**config.mk**
```make
export PLATFORM = sky130hd
export DESIGN_NAME = uart_stego_path
export DESIGN_NICKNAME = d
export VERILOG_FILES = /design/src/rtl/uart_stego_path.sv
export SDC_FILE = /design/constraint.sdc
export NUM_CORES = 1
export LEC_CHECK = 0
export BUFFER_PORTS_ARGS = -buffer_cell sky130_fd_sc_hd__buf_2
export CAP_MARGIN = 20
export CELL_PAD_IN_SITES_DETAIL_PLACEMENT = 0
export CELL_PAD_IN_SITES_GLOBAL_PLACEMENT = 1
export CORE_UTILIZATION = 41
export DETAILED_ROUTE_END_ITERATION = 8
export GPL_ROUTABILITY_DRIVEN = 0
export PLACE_DENSITY_LB_ADDON = 0.1
export RECOVER_POWER = 25
export SLEW_MARGIN = 25
export SYNTH_ARGS = -nofsm -noshare
export SYNTH_HDL_FRONTEND = slang
export SYNTH_SLANG_ARGS = --single-unit
```
**constraint.sdc**
```tcl
create_clock -name in_clk -period 2.25 [get_ports in_clk]
set_clock_uncertainty 0.2 [all_clocks]
set_input_delay 0.675 -clock in_clk [delete_from_list [all_inputs] [get_ports in_clk]]
set_output_delay 0.675 -clock in_clk [all_outputs]
set_load 0.03 [all_outputs]
```
**src/rtl/uart_stego_path.sv**
```systemverilog
// Steganography datapath between a UART receiver and a UART transmitter.
// Received bytes are assembled little-endian into a frame of PCM samples.
// One message bit replaces the LSB of each sample as the frame completes.
// The modified frame is then sent back out byte by byte under a busy handshake.
//
// Transmit handshake: out_ready is a one-cycle strobe, raised only while
// tx_busy is low, and out_uart_frame is valid in that cycle. The transmitter
// answers by raising tx_busy. The next byte is offered only after tx_busy has
// gone high and then low again. out_uart_frame holds its value between strobes.
module uart_stego_path #(
  parameter int BPS        = 16,
  parameter int FRAME_SIZE = 1
) (
  input  logic                       in_clk,
  input  logic                       in_rst,
  input  logic                       in_uart_ready,
  input  logic [7:0]                 in_uart_frame,
  input  logic [FRAME_SIZE-1:0]      in_message,
  input  logic                       tx_busy,
  output logic [7:0]                 out_uart_frame,
  output logic                       out_ready,
  output logic [FRAME_SIZE*BPS-1:0]  out_frame,
  output logic                       out_frame_ready,
  output logic                       out_overrun
);

  localparam int FW = FRAME_SIZE * BPS;
  localparam int N  = FW / 8;
  localparam int CW = (N > 1) ? $clog2(N) : 1;

  typedef enum logic [1:0] {
    IDLE       = 2'd0,
    SEND       = 2'd1,
    WAIT_START = 2'd2,
    WAIT_DONE  = 2'd3
  } ser_state_t;

  // Assembler / embedder state
  logic [CW-1:0] cnt;
  logic [FW-1:0] asm_buf;
  logic [FW-1:0] full_frame;
  logic [FW-1:0] stego_frame;

  // Serialiser state
  ser_state_t    state, state_n;
  logic [CW-1:0] b, b_n;
  logic [FW-1:0] tx_frame, tx_frame_n;
  logic [7:0]    tx_byte_q, tx_byte_n;
  logic [7:0]    byte_b;
  logic          fire;

  // Merge the incoming byte into the partial frame at slot cnt.
  always_comb begin
    full_frame = asm_buf;
    for (int j = 0; j < N; j++) begin
      if (cnt == CW'(j)) full_frame[8*j +: 8] = in_uart_frame;
    end
  end

  // Replace the LSB of every sample with its message bit.
  always_comb begin
    stego_frame = full_frame;
    for (int k = 0; k < FRAME_SIZE; k++) begin
      stego_frame[k*BPS] = in_message[k];
    end
  end

  // Assembler register: collect bytes and publish the embedded frame on the last one.
  always_ff @(posedge in_clk) begin
    if (in_rst) begin
      cnt             <= '0;
      asm_buf         <= '0;
      out_frame       <= '0;
      out_frame_ready <= 1'b0;
    end else begin
      out_frame_ready <= 1'b0;
      if (in_uart_ready) begin
        asm_buf <= full_frame;
        if (cnt == CW'(N-1)) begin
          cnt             <= '0;
          out_frame       <= stego_frame;
          out_frame_ready <= 1'b1;
        end else begin
          cnt <= cnt + CW'(1);
        end
      end
    end
  end

  // Select byte b of the frame being transmitted.
  always_comb begin
    byte_b = '0;
    for (int j = 0; j < N; j++) begin
      if (b == CW'(j)) byte_b = tx_frame[8*j +: 8];
    end
  end

  // Serialiser state register.
  always_ff @(posedge in_clk) begin
    if (in_rst) begin
      state     <= IDLE;
      b         <= '0;
      tx_frame  <= '0;
      tx_byte_q <= '0;
    end else begin
      state     <= state_n;
      b         <= b_n;
      tx_frame  <= tx_frame_n;
      tx_byte_q <= tx_byte_n;
    end
  end

  // Serialiser next-state logic; the send strobe fires straight out of SEND.
  always_comb begin
    state_n    = state;
    b_n        = b;
    tx_frame_n = tx_frame;
    tx_byte_n  = tx_byte_q;
    fire       = 1'b0;
    case (state)
      IDLE: begin
        if (out_frame_ready) begin
          tx_frame_n = out_frame;
          b_n        = '0;
          state_n    = SEND;
        end
      end
      SEND: begin
        if (!tx_busy) begin
          fire      = 1'b1;
          tx_byte_n = byte_b;
          state_n   = WAIT_START;
        end
      end
      WAIT_START: begin
        if (tx_busy) state_n = WAIT_DONE;
      end
      WAIT_DONE: begin
        if (!tx_busy) begin
          b_n     = b + CW'(1);
          state_n = (b == CW'(N-1)) ? IDLE : SEND;
        end
      end
      default: state_n = IDLE;
    endcase
  end

  // Outputs held at zero while reset is asserted.
  always_comb begin
    out_ready      = fire & ~in_rst;
    out_uart_frame = in_rst ? 8'h00 : (fire ? byte_b : tx_byte_q);
    out_overrun    = out_frame_ready & (state != IDLE) & ~in_rst;
  end

endmodule

```
==> qor.txt <==
Synth cell count leaders -> dfxtp_1 (52), nand2_1 (34), a211oi_1 (17), a21oi_1 (17)
Post-DP HPWL -> 2.961 mm
Starting Density -> 0.4340
Final non-filler cell total -> 348
Synthesis-to-layout area growth -> 41.33%
RSZ-0062 raised after global routing -> yes
R2r setup slk -> 0.36 ns
Final TNS setup -> -2.407 ns
Pwr Total -> 2.655 mW
First-pass GRT wire length -> 7.148 mm
DRT antenna net count -> 0
Synthesis Warnings -> 0
Die width -> 73.18 microns
Max Slew Vio Count -> 0
Post-synthesis sequential area ratio -> 0.5012
Multi-input logic area -> 1059 sq um
Drt wl/cell -> 12.33 microns
Top cell type's share of synthesized area -> 0.5012
Count of cell types in the netlist -> 26
Largest stage delay, worst path -> 0.34 ns
Syn Inst Count -> 214
Post-synth EDFFs -> 0
Syn avg cell area -> 9.706 sq um
Initial antenna violation count -> 0
Max Cap Violations -> 0
Largest net degree at the start of global routing -> 26
Crit path kind -> reg2out
Gr usage total -> 0.1721
Clock-pin slew on the worst setup and hold paths -> 0.09 ns
DR vias -> 1652
Share of layout cells above drive strength 1 -> 0.3879
Final setup violation count -> 9
Final worst slack -> -0.3336 ns
DR vias/cell -> 4.747
Full die area -> 5355 sq um
Register bit count reported by yosys -> 52
Asr flop ratio synth -> 0
Final-stage net count -> 298
Post-synth top area cell -> dfxtp_1
Failing checks -> setup timing
Clock sinks -> 52
Highest clock rate -> 0.3871 GHz
Vias in the first global route -> 1530
Hold buffer count at CTS -> 0
IO Pins -> 40
1st-pass router iterations -> 4
Area contributors post-synth -> dfxtp_1 (50%), mux2i_1 (7.7%), a22o_1 (6.7%)
Hold crit path type -> reg2reg
Kind of end point of the critical path -> output pin
Cells after DPL -> 329
CTS buffer count -> 5
Residual DRC -> 0
CP max stage cell -> dfxtp_2
CP required -> 1.37 ns
Row count -> 25
Crit path DAT -> 1.71 ns
Max-slew headroom -> 0.5073
Root Driver -> clkbuf_8
Remaining Overflow, GRT -> 0
Worst VDD drop -> 0.5512 mV
CTS tree -> yes
Clock Latency Late Sink -> 0.29 ns
Leak -> 1.149 nW
Netlist Area Pre-Place -> 2077 sq um
Final Critical Period -> 2.584 ns
Die Y -> 73.18 microns
Actual transition at the worst max-transition pin -> 0.7391 ns
Number of port buffers -> 39
Max Fanout on Critical Path -> 5
CORE AREA -> 4786 sq um
CTS max path bufs -> 2
CP Cell Sequence -> inv_2 -> ha_4 -> nor2b_4 -> buf_12 -> buf_6 -> buf_6 -> a211oi_4 -> buf_6
H-tree Lvls -> 2
Total wire length -> 4.291 mm
Pwr per Cell Area -> 904.6 nW/um^2
Final period utilization -> 1.148
Status -> complete, but fails checks
FILL cells -> 434
Register area -> 1044 sq um
Pre-CTS setup slack -> -0.3207 ns
Crit start category -> register
Hold Vio Cnt, Final -> 0
Inserted Diodes -> 0
Initial DRC count -> 48
Synth Flop Type -> dfxtp_1
Syn_nets -> 232
Most frequent CP cell -> buf_6
Count leader, synth -> dfxtp_1
## per-layer routing
metal | vias up | GRT usage | share of wire
li1 | 871 | - | -
met1 | 752 | 0.2384 | 0.51
met2 | 27 | 0.2726 | 0.46
met3 | 2 | 0.03453 | 0.028
met4 | 0 | 0.04575 | 0.0056
met5 | - | 0 | 0
## metrics by stage
stage,utilization,area (sq um),hold slack [ns]
2_1_floorplan,-,2211,0.2357
3_3_place_gp,0.5435,2601,0.2385
3_5_place_dp,0.5435,2601,0.2420
4_1_cts,0.6110,2924,0.2550
5_1_grt,0.6133,2935,0.2695
6_report,0.6133,2935,0.2519
## registers in the layout, summed over array words and instances, names as in the netlist
name / count
tx_frame: 16
tx_byte_q: 8
out_frame: 16
b: 1
state: 2
cnt: 1
out_frame_ready: 1
asm_buf: 7
## where the power goes
part           internal (mW)  total, mW  switching (mW)
registers              0.986       1.03          0.0416
clock network          0.392      0.678           0.286
logic                  0.501      0.950           0.449
total                   1.88       2.66           0.776
## worst paths after layout
path,start,endpoint,cells past startpoint
hold / removal,tx_frame[8],tx_frame[8],2
hold reg to reg,tx_frame[8],tx_frame[8],2
setup / recovery,state[1],out_uart_frame[1],8
setup reg to reg,state[0],tx_frame[5],7
## what timing repair did
| item | CTS | global route |
|---|---|---|
| endpoints found under the setup margin | 10 | 10 |
| pin swaps | 5 | 5 |
| buffers inserted | 13 | 6 |
| resized for setup | 34 | 6 |
| cloned | 0 | 0 |
## critical path: cells and delay by family, from the launching register on
kind | cells | cell delay (ns)
adder cells (fa/ha/maj) | 1 | 0.15
AO/OA/AOI/OAI | 1 | 0.23
flip-flops | 1 | 0.34
buffers and inverters | 5 | 0.56
AND/OR/NAND/NOR | 1 | 0.14
## layout by cell type (no fill, tap or decap)
cell and instances:
xnor2_1 1, inv_1 3, buf_4 26, nor3b_2 1
nor2_2 4, clkinvlp_4 1, dfxtp_2 2, bufinv_16 1
inv_2 1, o221a_2 1, clkbuf_2 1, nand2_1 34
clkbuf_8 7, a21oi_1 17, mux2i_1 16, and2_1 2
ha_1 3, a21oi_2 1, a211oi_1 9, clkbuf_1 2
nor2b_1 2, buf_12 4, buf_2 28, a221oi_2 1
buf_6 14, nor2b_4 2, dfxtp_1 50, o21ai_1 3
nor2_4 3, o21ai_0 1, a211oi_2 1, nor2_1 12
ha_4 2, nor3_1 1, a22o_1 16, a211oi_4 7
buf_8 1
## area by class of cell
type	count	share of cell area
clock buffers	7	0.03282
clock inverters	1	0.01023
inverters	5	0.007673
multi-input cells	140	0.3606
flip-flops and latches	52	0.3555
well taps	67	0.02856
repair buffers	76	0.2046
## cell families (layout without fill, tap and decap cells)
| family | after synthesis | in the layout | share of synthesized area |
|---|---|---|---|
| AO/OA/AOI/OAI | 57 | 57 | 0.1964 |
| XOR/XNOR | 1 | 1 | 0.004218 |
| adder cells (fa/ha/maj) | 5 | 5 | 0.03012 |
| buffers and inverters | 22 | 89 | 0.06265 |
| flip-flops | 52 | 52 | 0.5012 |
| multiplexers | 16 | 16 | 0.07711 |
| AND/OR/NAND/NOR | 61 | 61 | 0.1283 |
Power figures use the tool's default switching activity.
